==> config.mk <==
export PLATFORM = sky130hd
export DESIGN_NAME = mem_access_unit_flat
export DESIGN_NICKNAME = d
export VERILOG_FILES = /design/src/rtl/mem_access_unit_pkg.sv /design/src/rtl/mem_access_unit_if.sv /design/src/rtl/mem_access_unit_load_extend.sv /design/src/rtl/mem_access_unit.sv /design/src/flat_wrapper.sv
export SDC_FILE = /design/constraint.sdc
export NUM_CORES = 1
export LEC_CHECK = 0
export BUFFER_PORTS_ARGS = -buffer_cell sky130_fd_sc_hd__buf_2
export CAP_MARGIN = 10
export CORE_UTILIZATION = 25
export CTS_BUF_LIST = sky130_fd_sc_hd__clkbuf_2
export CTS_CLUSTER_SIZE = 14
export DETAILED_ROUTE_END_ITERATION = 6
export RECOVER_POWER = 100
export SLEW_MARGIN = 20
export SYNTH_ARGS = -nofsm -noshare
export SYNTH_HDL_FRONTEND = slang
export SYNTH_HIERARCHICAL = 1
export SYNTH_SLANG_ARGS = --single-unit
==> constraint.sdc <==
create_clock -name clk -period 1.5 [get_ports clk]
set_input_delay 0 -clock clk [delete_from_list [all_inputs] [get_ports clk]]
set_output_delay 0 -clock clk [all_outputs]
set_load 0.05 [all_outputs]
==> src/rtl/mem_access_unit_pkg.sv <==
// mem_access_unit_pkg: shared bus widths, byte-lane mask constants and
// lane helpers used by the MEM-stage access unit and its load extender.
package mem_access_unit_pkg;

  localparam int DATA_BUS_WIDTH     = 32;
  localparam int ADDR_BUS_WIDTH     = 32;
  localparam int REG_ADDR_BUS_WIDTH = 5;
  localparam int MEM_SEL_BUS_WIDTH  = 4;

  typedef logic [DATA_BUS_WIDTH-1:0]     data_bus_t;
  typedef logic [ADDR_BUS_WIDTH-1:0]     addr_bus_t;
  typedef logic [REG_ADDR_BUS_WIDTH-1:0] reg_addr_bus_t;
  typedef logic [MEM_SEL_BUS_WIDTH-1:0]  mem_sel_bus_t;

  localparam mem_sel_bus_t MEM_SEL_BYTE0 = 4'b0001;
  localparam mem_sel_bus_t MEM_SEL_BYTE1 = 4'b0010;
  localparam mem_sel_bus_t MEM_SEL_BYTE2 = 4'b0100;
  localparam mem_sel_bus_t MEM_SEL_BYTE3 = 4'b1000;
  localparam mem_sel_bus_t MEM_SEL_HALF0 = 4'b0011;
  localparam mem_sel_bus_t MEM_SEL_HALF1 = 4'b1100;
  localparam mem_sel_bus_t MEM_SEL_WORD  = 4'b1111;

  typedef enum logic [1:0] {
    LANE_BYTE,
    LANE_HALF,
    LANE_WORD,
    LANE_RAW
  } lane_kind_e;

  // Classify a lane mask; anything not a clean byte/half/word is RAW.
  function automatic lane_kind_e lane_kind(input mem_sel_bus_t sel);
    case (sel)
      MEM_SEL_BYTE0, MEM_SEL_BYTE1,
      MEM_SEL_BYTE2, MEM_SEL_BYTE3: return LANE_BYTE;
      MEM_SEL_HALF0, MEM_SEL_HALF1: return LANE_HALF;
      MEM_SEL_WORD:                 return LANE_WORD;
      default:                      return LANE_RAW;
    endcase
  endfunction

  // Replicate a right-justified store value across every lane it could
  // land in, so the strobes alone pick the bytes that get written.
  function automatic data_bus_t store_replicate(input mem_sel_bus_t sel, input data_bus_t data);
    case (lane_kind(sel))
      LANE_BYTE: return {4{data[7:0]}};
      LANE_HALF: return {2{data[15:0]}};
      default:   return data;
    endcase
  endfunction

endpackage

==> src/rtl/mem_access_unit_if.sv <==
// mem_access_unit_if: data-RAM request/ready bus between the MEM stage
// (master) and the data memory (slave).
interface mem_access_unit_if;
  import mem_access_unit_pkg::*;

  logic         ram_en;
  mem_sel_bus_t ram_write_en;
  addr_bus_t    ram_addr;
  data_bus_t    ram_write_data;
  logic         ram_ready;
  data_bus_t    ram_read_data;

  modport master (
    output ram_en, ram_write_en, ram_addr, ram_write_data,
    input  ram_ready, ram_read_data
  );

  modport slave (
    input  ram_en, ram_write_en, ram_addr, ram_write_data,
    output ram_ready, ram_read_data
  );

endinterface

==> src/rtl/mem_access_unit_load_extend.sv <==
// mem_load_extend: picks the addressed byte/half out of a loaded word and
// sign- or zero-extends it; unusual lane masks return the raw word.
module mem_load_extend
  import mem_access_unit_pkg::*;
(
  input  mem_sel_bus_t mem_sel_i,
  input  logic         sign_i,
  input  data_bus_t    data_i,
  output data_bus_t    data_o
);

  logic [7:0]  byte_sel;
  logic [15:0] half_sel;

  // Lane select followed by extension to the full register width.
  always_comb begin
    byte_sel = data_i[7:0];
    half_sel = data_i[15:0];
    data_o   = data_i;
    case (mem_sel_i)
      MEM_SEL_BYTE1: byte_sel = data_i[15:8];
      MEM_SEL_BYTE2: byte_sel = data_i[23:16];
      MEM_SEL_BYTE3: byte_sel = data_i[31:24];
      MEM_SEL_HALF1: half_sel = data_i[31:16];
      default: ;
    endcase
    case (lane_kind(mem_sel_i))
      LANE_BYTE: data_o = {{24{sign_i & byte_sel[7]}}, byte_sel};
      LANE_HALF: data_o = {{16{sign_i & half_sel[15]}}, half_sel};
      default:   data_o = data_i;
    endcase
  end

endmodule

==> src/rtl/mem_access_unit.sv <==
// mem_access_unit: MEM-stage load/store engine. Issues each access exactly
// once, stalls the pipe while the RAM is busy, and parks completed results
// in HOLD while a downstream stall freezes the stage.
// Optional wait-state timeout: define MEM_ACCESS_TIMEOUT_EN.
module mem_access_unit
  import mem_access_unit_pkg::*;
#(
  parameter int TIMEOUT_CYCLES = 255
) (
  input  logic              clk,
  input  logic              rst,
  input  logic              stall_current_stage,
  input  logic              mem_read_flag_in,
  input  logic              mem_write_flag_in,
  input  logic              mem_sign_flag_in,
  input  mem_sel_bus_t      mem_sel_in,
  input  data_bus_t         mem_write_data_in,
  input  data_bus_t         result_in,
  input  logic              reg_write_en_in,
  input  reg_addr_bus_t     reg_write_addr_in,
  input  addr_bus_t         current_pc_addr_in,
  mem_access_unit_if.master ram,
  output data_bus_t         result_out,
  output logic              reg_write_en_out,
  output reg_addr_bus_t     reg_write_addr_out,
  output addr_bus_t         current_pc_addr_out,
  output logic              stall_request,
  output logic              bus_error
);

  localparam logic [1:0] ST_IDLE = 2'd0;
  localparam logic [1:0] ST_WAIT = 2'd1;
  localparam logic [1:0] ST_HOLD = 2'd2;

  if (TIMEOUT_CYCLES < 1 || TIMEOUT_CYCLES > 255) begin : g_timeout_range
    $error("mem_access_unit: TIMEOUT_CYCLES must lie in 1..255");
  end

  logic [1:0] state_q, state_d;
  data_bus_t  hold_data_q, hold_data_d;
  data_bus_t  load_ext;
  logic       mem_op, is_read, access_done, timeout_hit, hold_err;

  // A simultaneous read+write is treated as a plain store.
  assign mem_op  = mem_read_flag_in | mem_write_flag_in;
  assign is_read = mem_read_flag_in & ~mem_write_flag_in;

  assign ram.ram_en         = mem_op & (state_q != ST_HOLD) & ~rst & ~timeout_hit;
  assign ram.ram_write_en   = (mem_write_flag_in & ram.ram_en) ? mem_sel_in : '0;
  assign ram.ram_addr       = {result_in[31:2], 2'b00};
  assign ram.ram_write_data = store_replicate(mem_sel_in, mem_write_data_in);

  assign stall_request = ram.ram_en & ~ram.ram_ready;
  assign access_done   = (ram.ram_en & ram.ram_ready) | timeout_hit;
  assign bus_error     = timeout_hit;

  mem_load_extend u_load_extend (
    .mem_sel_i (mem_sel_in),
    .sign_i    (mem_sign_flag_in),
    .data_i    (ram.ram_read_data),
    .data_o    (load_ext)
  );

`ifdef MEM_ACCESS_TIMEOUT_EN
  logic [7:0] timeout_cnt_q, timeout_cnt_d;
  logic       hold_err_q, hold_err_d;

  assign timeout_hit = (state_q == ST_WAIT) & mem_op & ~ram.ram_ready &
                       (timeout_cnt_q == 8'(TIMEOUT_CYCLES));
  assign hold_err    = hold_err_q;

  // Count cycles spent in WAIT; a timed-out result stays squashed in HOLD.
  always_comb begin
    timeout_cnt_d = '0;
    if (state_q == ST_WAIT && state_d == ST_WAIT) begin
      timeout_cnt_d = timeout_cnt_q + 8'd1;
    end
    hold_err_d = (state_d == ST_HOLD) & (timeout_hit | ((state_q == ST_HOLD) & hold_err_q));
  end

  // Timeout counter and squash flag registers.
  always_ff @(posedge clk or posedge rst) begin
    if (rst) begin
      timeout_cnt_q <= '0;
      hold_err_q    <= 1'b0;
    end else begin
      timeout_cnt_q <= timeout_cnt_d;
      hold_err_q    <= hold_err_d;
    end
  end
`else
  assign timeout_hit = 1'b0;
  assign hold_err    = 1'b0;
`endif

  // Access sequencing plus capture of the result when the stage is frozen.
  always_comb begin
    state_d     = state_q;
    hold_data_d = hold_data_q;
    case (state_q)
      ST_IDLE, ST_WAIT: begin
        if (!mem_op) begin
          state_d = ST_IDLE;
        end else if (access_done) begin
          state_d = stall_current_stage ? ST_HOLD : ST_IDLE;
          if (stall_current_stage) begin
            hold_data_d = timeout_hit ? '0 : (is_read ? load_ext : result_in);
          end
        end else begin
          state_d = ST_WAIT;
        end
      end
      ST_HOLD: begin
        if (!stall_current_stage) state_d = ST_IDLE;
      end
      default: state_d = ST_IDLE;
    endcase
  end

  // State and HOLD latch registers.
  always_ff @(posedge clk or posedge rst) begin
    if (rst) begin
      state_q     <= ST_IDLE;
      hold_data_q <= '0;
    end else begin
      state_q     <= state_d;
      hold_data_q <= hold_data_d;
    end
  end

  // WB-bound result: fresh load data, parked data, or the ALU result.
  always_comb begin
    if (state_q == ST_HOLD)                       result_out = hold_data_q;
    else if (timeout_hit)                         result_out = '0;
    else if (is_read & ram.ram_en & ram.ram_ready) result_out = load_ext;
    else                                          result_out = result_in;
  end

  assign reg_write_en_out    = reg_write_en_in & ~timeout_hit & ~hold_err;
  assign reg_write_addr_out  = reg_write_addr_in;
  assign current_pc_addr_out = current_pc_addr_in;

endmodule
==> src/flat_wrapper.sv <==
// flat-port wrapper written by rule: the top's interface ports become plain ports
module mem_access_unit_flat import mem_access_unit_pkg::*;
#(
  parameter int TIMEOUT_CYCLES = 255
)
  (clk, rst, stall_current_stage, mem_read_flag_in, mem_write_flag_in, mem_sign_flag_in, mem_sel_in, mem_write_data_in, result_in, reg_write_en_in, reg_write_addr_in, current_pc_addr_in, result_out, reg_write_en_out, reg_write_addr_out, current_pc_addr_out, stall_request, bus_error, ram_ram_en, ram_ram_write_en, ram_ram_addr, ram_ram_write_data, ram_ram_ready, ram_ram_read_data);
  mem_access_unit_if ram_i ();
  input  logic clk;
  input  logic rst;
  input  logic stall_current_stage;
  input  logic mem_read_flag_in;
  input  logic mem_write_flag_in;
  input  logic mem_sign_flag_in;
  input  mem_sel_bus_t mem_sel_in;
  input  data_bus_t mem_write_data_in;
  input  data_bus_t result_in;
  input  logic reg_write_en_in;
  input  reg_addr_bus_t reg_write_addr_in;
  input  addr_bus_t current_pc_addr_in;
  output data_bus_t result_out;
  output logic reg_write_en_out;
  output reg_addr_bus_t reg_write_addr_out;
  output addr_bus_t current_pc_addr_out;
  output logic stall_request;
  output logic bus_error;
  output wire logic [$bits(ram_i.ram_en)-1:0] ram_ram_en;
  output wire logic [$bits(ram_i.ram_write_en)-1:0] ram_ram_write_en;
  output wire logic [$bits(ram_i.ram_addr)-1:0] ram_ram_addr;
  output wire logic [$bits(ram_i.ram_write_data)-1:0] ram_ram_write_data;
  input wire logic [$bits(ram_i.ram_ready)-1:0] ram_ram_ready;
  input wire logic [$bits(ram_i.ram_read_data)-1:0] ram_ram_read_data;
  assign ram_ram_en = ram_i.ram_en;
  assign ram_ram_write_en = ram_i.ram_write_en;
  assign ram_ram_addr = ram_i.ram_addr;
  assign ram_ram_write_data = ram_i.ram_write_data;
  assign ram_i.ram_ready = ram_ram_ready;
  assign ram_i.ram_read_data = ram_ram_read_data;
  mem_access_unit #(.TIMEOUT_CYCLES(TIMEOUT_CYCLES)) u_core (.clk(clk), .rst(rst), .stall_current_stage(stall_current_stage), .mem_read_flag_in(mem_read_flag_in), .mem_write_flag_in(mem_write_flag_in), .mem_sign_flag_in(mem_sign_flag_in), .mem_sel_in(mem_sel_in), .mem_write_data_in(mem_write_data_in), .result_in(result_in), .reg_write_en_in(reg_write_en_in), .reg_write_addr_in(reg_write_addr_in), .current_pc_addr_in(current_pc_addr_in), .ram(ram_i), .result_out(result_out), .reg_write_en_out(reg_write_en_out), .reg_write_addr_out(reg_write_addr_out), .current_pc_addr_out(current_pc_addr_out), .stall_request(stall_request), .bus_error(bus_error));
endmodule
## Yosys cells after proc, flatten, opt, wreduce, memory -nomap -nowiden

Cells that the tools add are included.
Widths: inputs -> output; s select.

| cells by class | value |
|---|---|
| muxes and demuxes | 14 |
| reductions and logical operators | 6 |
| bitwise logic cells | 14 |
| eq/ne operators | 12 |

Operators with widths:

| operator | count |
|---|---|
| $pmux 32 s2 | 2 |
| $mux 32 | 3 |
| $pmux 8 s3 | 1 |
| $mux 16 | 1 |
| $eq 4x4->1 const B | 3 |
| $and 1x1->1 | 10 |
| $eq 4x2->1 const B | 2 |
| $mux 2 | 4 |
| $pmux 2 s3 | 1 |
| $eq 2x1->1 const B | 2 |
| $eq 4x1->1 const B | 1 |
| $eq 4x3->1 const B | 1 |
| $logic_not 2->1 | 2 |
| $mux 4 | 1 |
| $ne 2x2->1 const B | 2 |
| $pmux 2 s2 | 1 |
| $reduce_and 4->1 | 1 |
| $reduce_or 2->1 | 2 |
| $reduce_or 4->1 | 1 |
| $not 1->1 | 3 |
| $eq 2x2->1 const B | 1 |
| $or 1x1->1 | 1 |

| storage, ports and cells | value |
|---|---|
| bits in registers | 34 |
| input port bits | 145 |
| output and inout port bits | 141 |

## Depth between registers and ports, before layout

Gate-level depths: netlist of run 1.

| depth | value |
|---|---|
| depth in word-level cells | 7 |
| gate-level depth with buffers | 9 |
| gate-level depth less buffers | 6 |

## Hierarchy

The synthesis of run 1 kept the hierarchy.

By module, submodules not included:

| module | instances | cells an instance | area each (µm²) | sequential area each (µm²) |
|---|---|---|---|---|
| mem_access_unit | 1 | 413 | 4015.1 | 850.8 |
| mem_load_extend | 1 | 118 | 889.6 | 0.0 |

## Worst setup path before layout of run 1

Ideal clock, no wire load.

| timing | value |
|---|---|
| kind | input to output |
| from | input mem_sel_in[3] |
| to | output result_out[16] |
| cell stages on the path | 8 |
| setup slack | -815 ps |
| arrival | 2315 ps |
| path buffers | 2 |
| cell sequence | buf_4 > xor2_1 > a211oi_2 > nor4_4 > buf_6 > o21ai_2 > mux2i_1 > o21ai_0 |

| between the ends | value |
|---|---|
| cells in the longest elaborated chain, start to end | 7 |

Ends and longest elaborated chain:

| element | RTL line | RTL |
|---|---|---|
| start: declaration | flat_wrapper.sv:14 | `input mem_sel_bus_t mem_sel_in;` |
| $eq 4x1->1, or another cell as far along | mem_access_unit_pkg.sv:32 | `case (sel)` |
| $reduce_or 4->1 or $reduce_or 2->1 (tied branches) | mem_access_unit_pkg.sv:32 |  |
| $pmux 2 s3 | mem_access_unit_pkg.sv:32 |  |
| $eq 2x1->1 or $logic_not 2->1 (tied branches) | mem_access_unit_load_extend.sv:27 | `case (lane_kind(mem_sel_i))` |
| $pmux 32 s2 (*) | mem_access_unit_load_extend.sv:27 |  |
| net u_core.load_ext[16] | mem_access_unit.sv:41 | `data_bus_t load_ext;` |
| $mux 32 (*) | mem_access_unit.sv:135 | `else if (is_read & ram.ram_en & ram.ram_ready) result_out = load_ext;` |
| $mux 32 (*) | mem_access_unit.sv:133 | `if (state_q == ST_HOLD) result_out = hold_data_q;` |
| end: declaration | flat_wrapper.sv:20 | `output data_bus_t result_out;` |

The timed path passes the listed nets; every way through them passes the cells marked *.

## Worst setup path after layout of run 1

| timing | value |
|---|---|
| from | input mem_sel_in[1] |
| to | output result_out[23] |

The elaborated chain is that of the path after synthesis.

==> results.py, run 1 <==
metrics = {
    "status": {
        "result_of_the_run": "complete, but fails checks",
        "violations_in_the_final_reports": "negative setup slack",
    },
    "layout": {
        "most_used_cells_in_the_layout_excluding_fill_and_tap_cells": "sky130_fd_sc_hd__buf_2 (115), sky130_fd_sc_hd__buf_6 (47), sky130_fd_sc_hd__buf_4 (45), sky130_fd_sc_hd__mux2_2 (45), sky130_fd_sc_hd__nand2_1 (44)",
        "fillCellCount": 1828,
        "multi_input_area_um2": 3950,
        "drive_gt1_frac": 0.668,
        "final-instance-count-excl-fill": 1010,
        "layout_commonest_cell": "sky130_fd_sc_hd__buf_2",
        "final_net_count": 894,
        "seq_area_um2": 851,
        "area.growth.synth_to_final_pct": 62.4,
    },
    "drt": {
        "wl_met2_mm": 8.83,
        "wl_per_cell_um": 18.2,
        "initialDrtViolationCount": 230,
        "detail_route.drc_violations": 0,
        "drt-total-wl_mm": 18.4,
        "antenna_violating_nets_post_route": 0,
        "vias_per_inst": 4.72,
        "detailroute.wirelength.met3_um": 962,
        "via_count": 4766,
        "top_layer_used": "met5",
        "detailedRoute.firstPassIterationCount": 4,
        "detail_route.wirelength.met1_mm": 8.24,
    },
    "timing": {
        "fin_worst_skew_ns": 0.0270,
        "slew-limit-headroom": 0.355,
        "timing.final.crit_share": 1.16,
        "totalNegativeSetupSlack_ns": -9.58,
        "setup_viol": 71,
        "worstMarginPinSlew_ns": 0.967,
        "hold_violations": 0,
        "achievable-frequency_ghz": 0.574,
        "unrepaired_setup_endpoints_after_global_routing": "yes",
        "final_period_minus_worst_setup_slack_ns": 1.74,
        "slew_violations": 0,
        "finalWorstSetupSlack_ns": -0.242,
    },
    "worst_setup_path": {
        "worst_path_max_delay_cell": "sky130_fd_sc_hd__o21ai_4",
        "critPathRequiredTime_ns": 1.50,
        "path_max_fanout": 6,
        "worstPathBufferInverterCount": 6,
        "cp_cell_sequence": "buf_12, buf_12, nor2_4, buf_6, xor2_4, o211ai_4, buf_12, buf_12, o21ai_4, mux2i_4, o21ai_4, buf_6",
        "critical_path.startpoint_type": "input pin",
        "cp_endpoint_kind": "output pin",
        "worst_path_largest_cell_delay_ns": 0.20,
        "arrival_ns": 1.74,
        "setup.worst_path.class": "input pin to output pin",
        "critPathMostFrequentCell": "sky130_fd_sc_hd__buf_12",
        "crit_family": "buffers and inverters",
    },
    "clock_network": {
        "clock-sinks": 34,
        "htreeDepth": 2,
        "cts_tree": "done",
        "clk_path_buf_depth": 2,
        "clk_root_buffer_cell": "sky130_fd_sc_hd__clkbuf_2",
        "clkLatencyLatePin_ns": 0.40,
        "tritoncts.num_buffers": 5,
    },
    "synthesis": {
        "synth_largest_type_area_fraction": 0.173,
        "synth_cells": 531,
        "dominant_register_cell_in_the_synthesized_netlist": "sky130_fd_sc_hd__dfrtp_1",
        "yosys_register_bits": 34,
        "yosys_warnings": 6,
        "synth_edf_count": 0,
        "yosysUniqueCellTypes": 52,
        "main_area_contributors_after_synthesis": "sky130_fd_sc_hd__dfrtp_1 (17%), sky130_fd_sc_hd__buf_4 (13%), sky130_fd_sc_hd__mux2_2 (11%)",
        "ys_async_sr_fraction": 1.00,
        "syn-mean-instance-area_um2": 9.24,
        "synth_area_um2": 4900,
        "synth.yosys.seq_area_share": 0.173,
        "synth_top_cell_by_area": "sky130_fd_sc_hd__dfrtp_1",
    },
    "flow_run": {
        "max_cap_violations": 0,
    },
    "hold_path": {
        "timing.hold.worst.class": "input pin to output pin",
    },
    "grt": {
        "number_of_global_route_vias_before_repair": 4733,
        "largest_net_degree_at_the_start_of_global_routing": 35,
        "grt_pass1_wl_mm": 26.5,
        "grt_antenna_before_repair": 3,
        "globalRouteTotalUtil": 0.168,
        "grt_remaining_overflow": 0,
    },
    "floorplan": {
        "start_util": 0.259,
        "floorplan.core_area_um2": 19000,
        "die_w_um": 142,
        "ports": 286,
        "floorplan.die.height_um": 142,
        "placement_rows": 50,
        "total_die_area_um2": 20200,
    },
    "placement": {
        "place.detailed.hpwl_mm": 12.2,
        "port-buffer-count": 206,
        "placed_cells": 941,
        "place_congestion": 0.798,
    },
    "power_and_ir_drop": {
        "power_uw": 5090,
        "total_leakage_power_uw": 0.00337,
        "ir_worst_vdd_mv": 0.407,
        "power_density_nw_per_um2": 638,
    },
}
## flip-flops by register name (all words and copies together), names as in the netlist
signal,cells
u_core/state_q,2
u_core/hold_data_q,32
## synthesized netlist by cell type (2+ instances only)
library cell	number
sky130_fd_sc_hd__nand3b_1	2
sky130_fd_sc_hd__a22oi_1	9
sky130_fd_sc_hd__clkbuf_1	12
sky130_fd_sc_hd__and4bb_2	9
sky130_fd_sc_hd__o221ai_1	16
sky130_fd_sc_hd__o22ai_1	8
sky130_fd_sc_hd__o21ai_0	45
sky130_fd_sc_hd__mux2i_1	39
sky130_fd_sc_hd__o21ai_1	8
sky130_fd_sc_hd__mux2_4	34
sky130_fd_sc_hd__nor2_2	2
sky130_fd_sc_hd__a211oi_1	2
sky130_fd_sc_hd__nor4_4	2
sky130_fd_sc_hd__nor2b_1	13
sky130_fd_sc_hd__nor2_4	2
sky130_fd_sc_hd__o21ai_2	10
sky130_fd_sc_hd__xor2_1	2
sky130_fd_sc_hd__nor2_1	5
sky130_fd_sc_hd__buf_4	85
sky130_fd_sc_hd__a221oi_2	8
sky130_fd_sc_hd__nand2_1	55
sky130_fd_sc_hd__buf_6	14
sky130_fd_sc_hd__buf_2	8
sky130_fd_sc_hd__inv_1	18
sky130_fd_sc_hd__nor3_1	2
sky130_fd_sc_hd__a2bb2oi_1	7
sky130_fd_sc_hd__dfrtp_1	34
sky130_fd_sc_hd__and2_1	8
sky130_fd_sc_hd__and3_2	4
sky130_fd_sc_hd__mux2_2	46
## cells by family after synthesis
family,share of synthesized area
DFF,0.173
buffers and inverters,0.193
and+or+nand+nor,0.145
muxes,0.289
other,0.000765
xor gates and xnor gates,0.0102
AOI/OAI and AO/OA,0.188
## routing by layer
layer,vias to the layer above,GRT usage
li1,2282,-
met1,2302,0.216
met3,26,0.0353
met5,-,0
met4,2,0.0504
met2,154,0.279
## power breakdown
| part | switching [µW] | total [µW] | leakage (µW) | internal, µW |
|---|---|---|---|---|
| Sequential | 156 | 1310 | 0.000410 | 1150 |
| Combinational | 1850 | 3330 | 0.00293 | 1490 |
| Clock | 350 | 443 | 0.0000223 | 92.9 |
## worst register-to-register path: stages (launching register included)
cell,delay (ns)
sky130_fd_sc_hd__dfrtp_1,0.42
sky130_fd_sc_hd__buf_4,0.15
sky130_fd_sc_hd__nor4_4,0.27
sky130_fd_sc_hd__buf_6,0.23
sky130_fd_sc_hd__buf_12,0.16
sky130_fd_sc_hd__mux2_2,0.33
## layout make-up
| cell class | instances | share of cell area |
|---|---|---|
| Inverter | 18 | 0.00848 |
| Antenna cell | 2 | 0.000628 |
| Clock inverter | 1 | 0.000471 |
| Timing Repair Buffer | 328 | 0.343 |
| Clock buffer | 5 | 0.00314 |
| Tap cell | 260 | 0.0408 |
| Sequential cell | 34 | 0.107 |
| Multi-Input combinational cell | 362 | 0.496 |
## worst paths after layout
check | startpoint | to | slack [ns] | depth (start not counted)
worst max-delay path | mem_sel_in[1] | result_out[23] | -0.24 | 12
worst min-delay path | current_pc_addr_in[15] | current_pc_addr_out[15] | 0.00002 | 0
worst max register to register | u_core/state_q[1] | u_core/hold_data_q[4] | -0.13 | 5
worst min register to register | u_core/hold_data_q[13] | u_core/hold_data_q[13] | 0.54 | 1
max in group asynchronous | rst | u_core/hold_data_q[8] | 0.31 | 4
min in group asynchronous | rst | u_core/hold_data_q[29] | 0.58 | 4
## per-stage QoR
step                setup WS [ns]   util  hold slack [ns]  area (µm²)
CTS                        -0.229  0.399         0.000341        7570
finish                     -0.242  0.420        0.0000165        7970
global route               -0.303  0.420        0.0000795        7970
floorplan                  -0.293      -           0.0673        5300
detailed placement         -0.503  0.337         0.000341        6380
global placement           -0.469  0.337         0.000341        6380
## what timing repair did
item                                   CTS  global route
buffers inserted                        13            10
gates cloned                             3             7
pin swaps                               30            26
setup endpoints to repair               89            69
endpoints found under the hold margin   58             4
gates resized for setup                188            40
hold buffers                            26             4
Power figures use the tool's default switching activity.
==> run 2, diff against run 1 <==
--- a/config.mk
+++ b/config.mk
@@ -12,6 +12,7 @@
 export CTS_CLUSTER_SIZE = 14
 export DETAILED_ROUTE_END_ITERATION = 6
 export RECOVER_POWER = 100
+export SKIP_CTS_REPAIR_TIMING = 1
 export SLEW_MARGIN = 20
 export SYNTH_ARGS = -nofsm -noshare
 export SYNTH_HDL_FRONTEND = slang
==> results.py, run 2 (synthesized netlist as in run 1, its figures left out) <==
metrics = {
    "worst_setup_path": {
        "worst_path_max_delay_cell": "sky130_fd_sc_hd__a211o_1",
        "cp_cell_sequence": "buf_12, xor2_2, a211o_1, o211ai_4, buf_12, buf_12, o21ai_4, mux2i_2, o21ai_4, buf_6",
        "cp_endpoint_kind": "output pin",
        "arrival_ns": 1.77,
        "path_max_fanout": 8,
        "critPathMostFrequentCell": "sky130_fd_sc_hd__buf_12",
        "setup.worst_path.class": "input pin to output pin",
        "critical_path.startpoint_type": "input pin",
        "worstPathBufferInverterCount": 4,
        "critPathRequiredTime_ns": 1.50,
        "worst_path_largest_cell_delay_ns": 0.40,
        "crit_family": "compound AO/OA/AOI/OAI gates",
    },
    "grt": {
        "number_of_global_route_vias_before_repair": 4223,
        "largest_net_degree_at_the_start_of_global_routing": 35,
        "globalRouteTotalUtil": 0.151,
        "grt_pass1_wl_mm": 23.9,
        "grt_remaining_overflow": 0,
        "grt_antenna_before_repair": 3,
    },
    "floorplan": {
        "floorplan.die.height_um": 142,
        "ports": 286,
        "die_w_um": 142,
        "start_util": 0.259,
        "floorplan.core_area_um2": 19000,
        "placement_rows": 50,
        "total_die_area_um2": 20200,
    },
    "clock_network": {
        "clock-sinks": 34,
        "tritoncts.num_buffers": 5,
        "clk_path_buf_depth": 2,
        "clk_root_buffer_cell": "sky130_fd_sc_hd__clkbuf_2",
        "clkLatencyLatePin_ns": 0.40,
        "cts_tree": "done",
        "htreeDepth": 2,
    },
    "layout": {
        "layout_commonest_cell": "sky130_fd_sc_hd__buf_2",
        "flip_flop_count_of_the_largest_register_all_copies_and_words_added": 32,
        "fillCellCount": 1832,
        "area.growth.synth_to_final_pct": 59.2,
        "largest_register": "u_core/hold_data_q",
        "fin_area_um2": 7810,
        "final_net_count": 887,
        "drive_gt1_frac": 0.649,
        "biggestRegsByFlops": "u_core/hold_data_q (32), u_core/state_q (2)",
        "most_used_cells_in_the_layout_excluding_fill_and_tap_cells": "sky130_fd_sc_hd__buf_2 (121), sky130_fd_sc_hd__buf_6 (47), sky130_fd_sc_hd__nand2_1 (44)",
    },
    "timing": {
        "hold_violations": 0,
        "slew-limit-headroom": 0.350,
        "timing.final.crit_share": 1.18,
        "unrepaired_setup_endpoints_after_global_routing": "yes",
        "final_period_minus_worst_setup_slack_ns": 1.77,
        "setup_viol": 70,
        "finalWorstSetupSlack_ns": -0.270,
        "achievable-frequency_ghz": 0.565,
        "slew_violations": 0,
        "fin_worst_skew_ns": 0.0131,
        "worstMarginPinSlew_ns": 0.975,
    },
    "drt": {
        "detailedRoute.firstPassIterationCount": 4,
        "detail_route.drc_violations": 0,
        "drt-total-wl_mm": 18.4,
        "via_count": 4801,
        "vias_per_inst": 4.79,
        "wl_per_cell_um": 18.4,
        "initialDrtViolationCount": 222,
        "antenna_violating_nets_post_route": 0,
    },
    "status": {
        "violations_in_the_final_reports": "negative setup slack",
        "result_of_the_run": "complete, but fails checks",
    },
    "placement": {
        "detailedPlace.worstSlack_ns": -0.503,
        "place_congestion": 0.798,
        "place.detailed.hpwl_mm": 12.2,
        "dpl-instance-area_um2": 6380,
        "port-buffer-count": 206,
    },
    "power_and_ir_drop": {
        "ir_worst_vdd_mv": 0.315,
        "power_uw": 5030,
        "power_density_nw_per_um2": 645,
        "total_leakage_power_uw": 0.00329,
    },
    "flow_run": {
        "max_cap_violations": 0,
    },
    "hold_path": {
        "timing.hold.worst.class": "input pin to output pin",
    },
}
run 2: per-stage QoR:
| step | util | hold slack (ns) | instances | TNS, ns |
|---|---|---|---|---|
| 3_5_place_dp | 0.337 | 0.000341 | 941 | -26.87 |
| 5_1_grt | 0.412 | 0.0000795 | 1003 | -14.25 |
| 6_report | 0.412 | 0.0000165 | 1003 | -10.04 |
| 3_3_place_gp | 0.337 | 0.000341 | 941 | -25.54 |
| 2_1_floorplan | - | 0.0673 | 533 | -6.88 |
| 4_1_cts | 0.338 | -0.191 | 947 | -16.75 |
run 2: layout make-up:
| cell class | instances | area (µm²) | area share |
|---|---|---|---|
| Multi-Input combinational cell | 362 | 3920 | 0.502 |
| Timing Repair Buffer | 321 | 2610 | 0.334 |
| Sequential cell | 34 | 851 | 0.109 |
| Tap cell | 260 | 325 | 0.0417 |
| Inverter | 18 | 67.6 | 0.00865 |
| Clock buffer | 5 | 25.0 | 0.00321 |
| Antenna cell | 2 | 5.00 | 0.000641 |
| Clock inverter | 1 | 3.75 | 0.000481 |
run 2: path summary, 6_finish.rpt:
check | endpoint | depth (start not counted) | slack (ns) | startpoint
min in group asynchronous | u_core/state_q[0] | 4 | 0.63 | rst
setup / recovery | result_out[25] | 10 | -0.27 | mem_sel_in[2]
max in group asynchronous | u_core/hold_data_q[7] | 4 | 0.25 | rst
setup reg to reg | u_core/hold_data_q[22] | 5 | -0.14 | u_core/state_q[1]
hold / removal | current_pc_addr_out[15] | 0 | 0.00002 | current_pc_addr_in[15]
hold reg to reg | u_core/hold_data_q[30] | 1 | 0.54 | u_core/hold_data_q[30]
run 2: metal layers:
| layer | track usage | up-vias | wire, µm |
|---|---|---|---|
| met5 | 0 | - | 12 |
| met3 | 0.0316 | 25 | 1070 |
| met4 | 0.0362 | 2 | 293 |
| li1 | - | 2256 | - |
| met2 | 0.240 | 170 | 8860 |
| met1 | 0.208 | 2348 | 8200 |
run 2: power breakdown:
part           internal, µW  switching (µW)  total, µW
Clock                  92.8             350        442
Combinational          1450            1830       3280
Sequential             1150             157       1310
Total                  2690            2340       5030
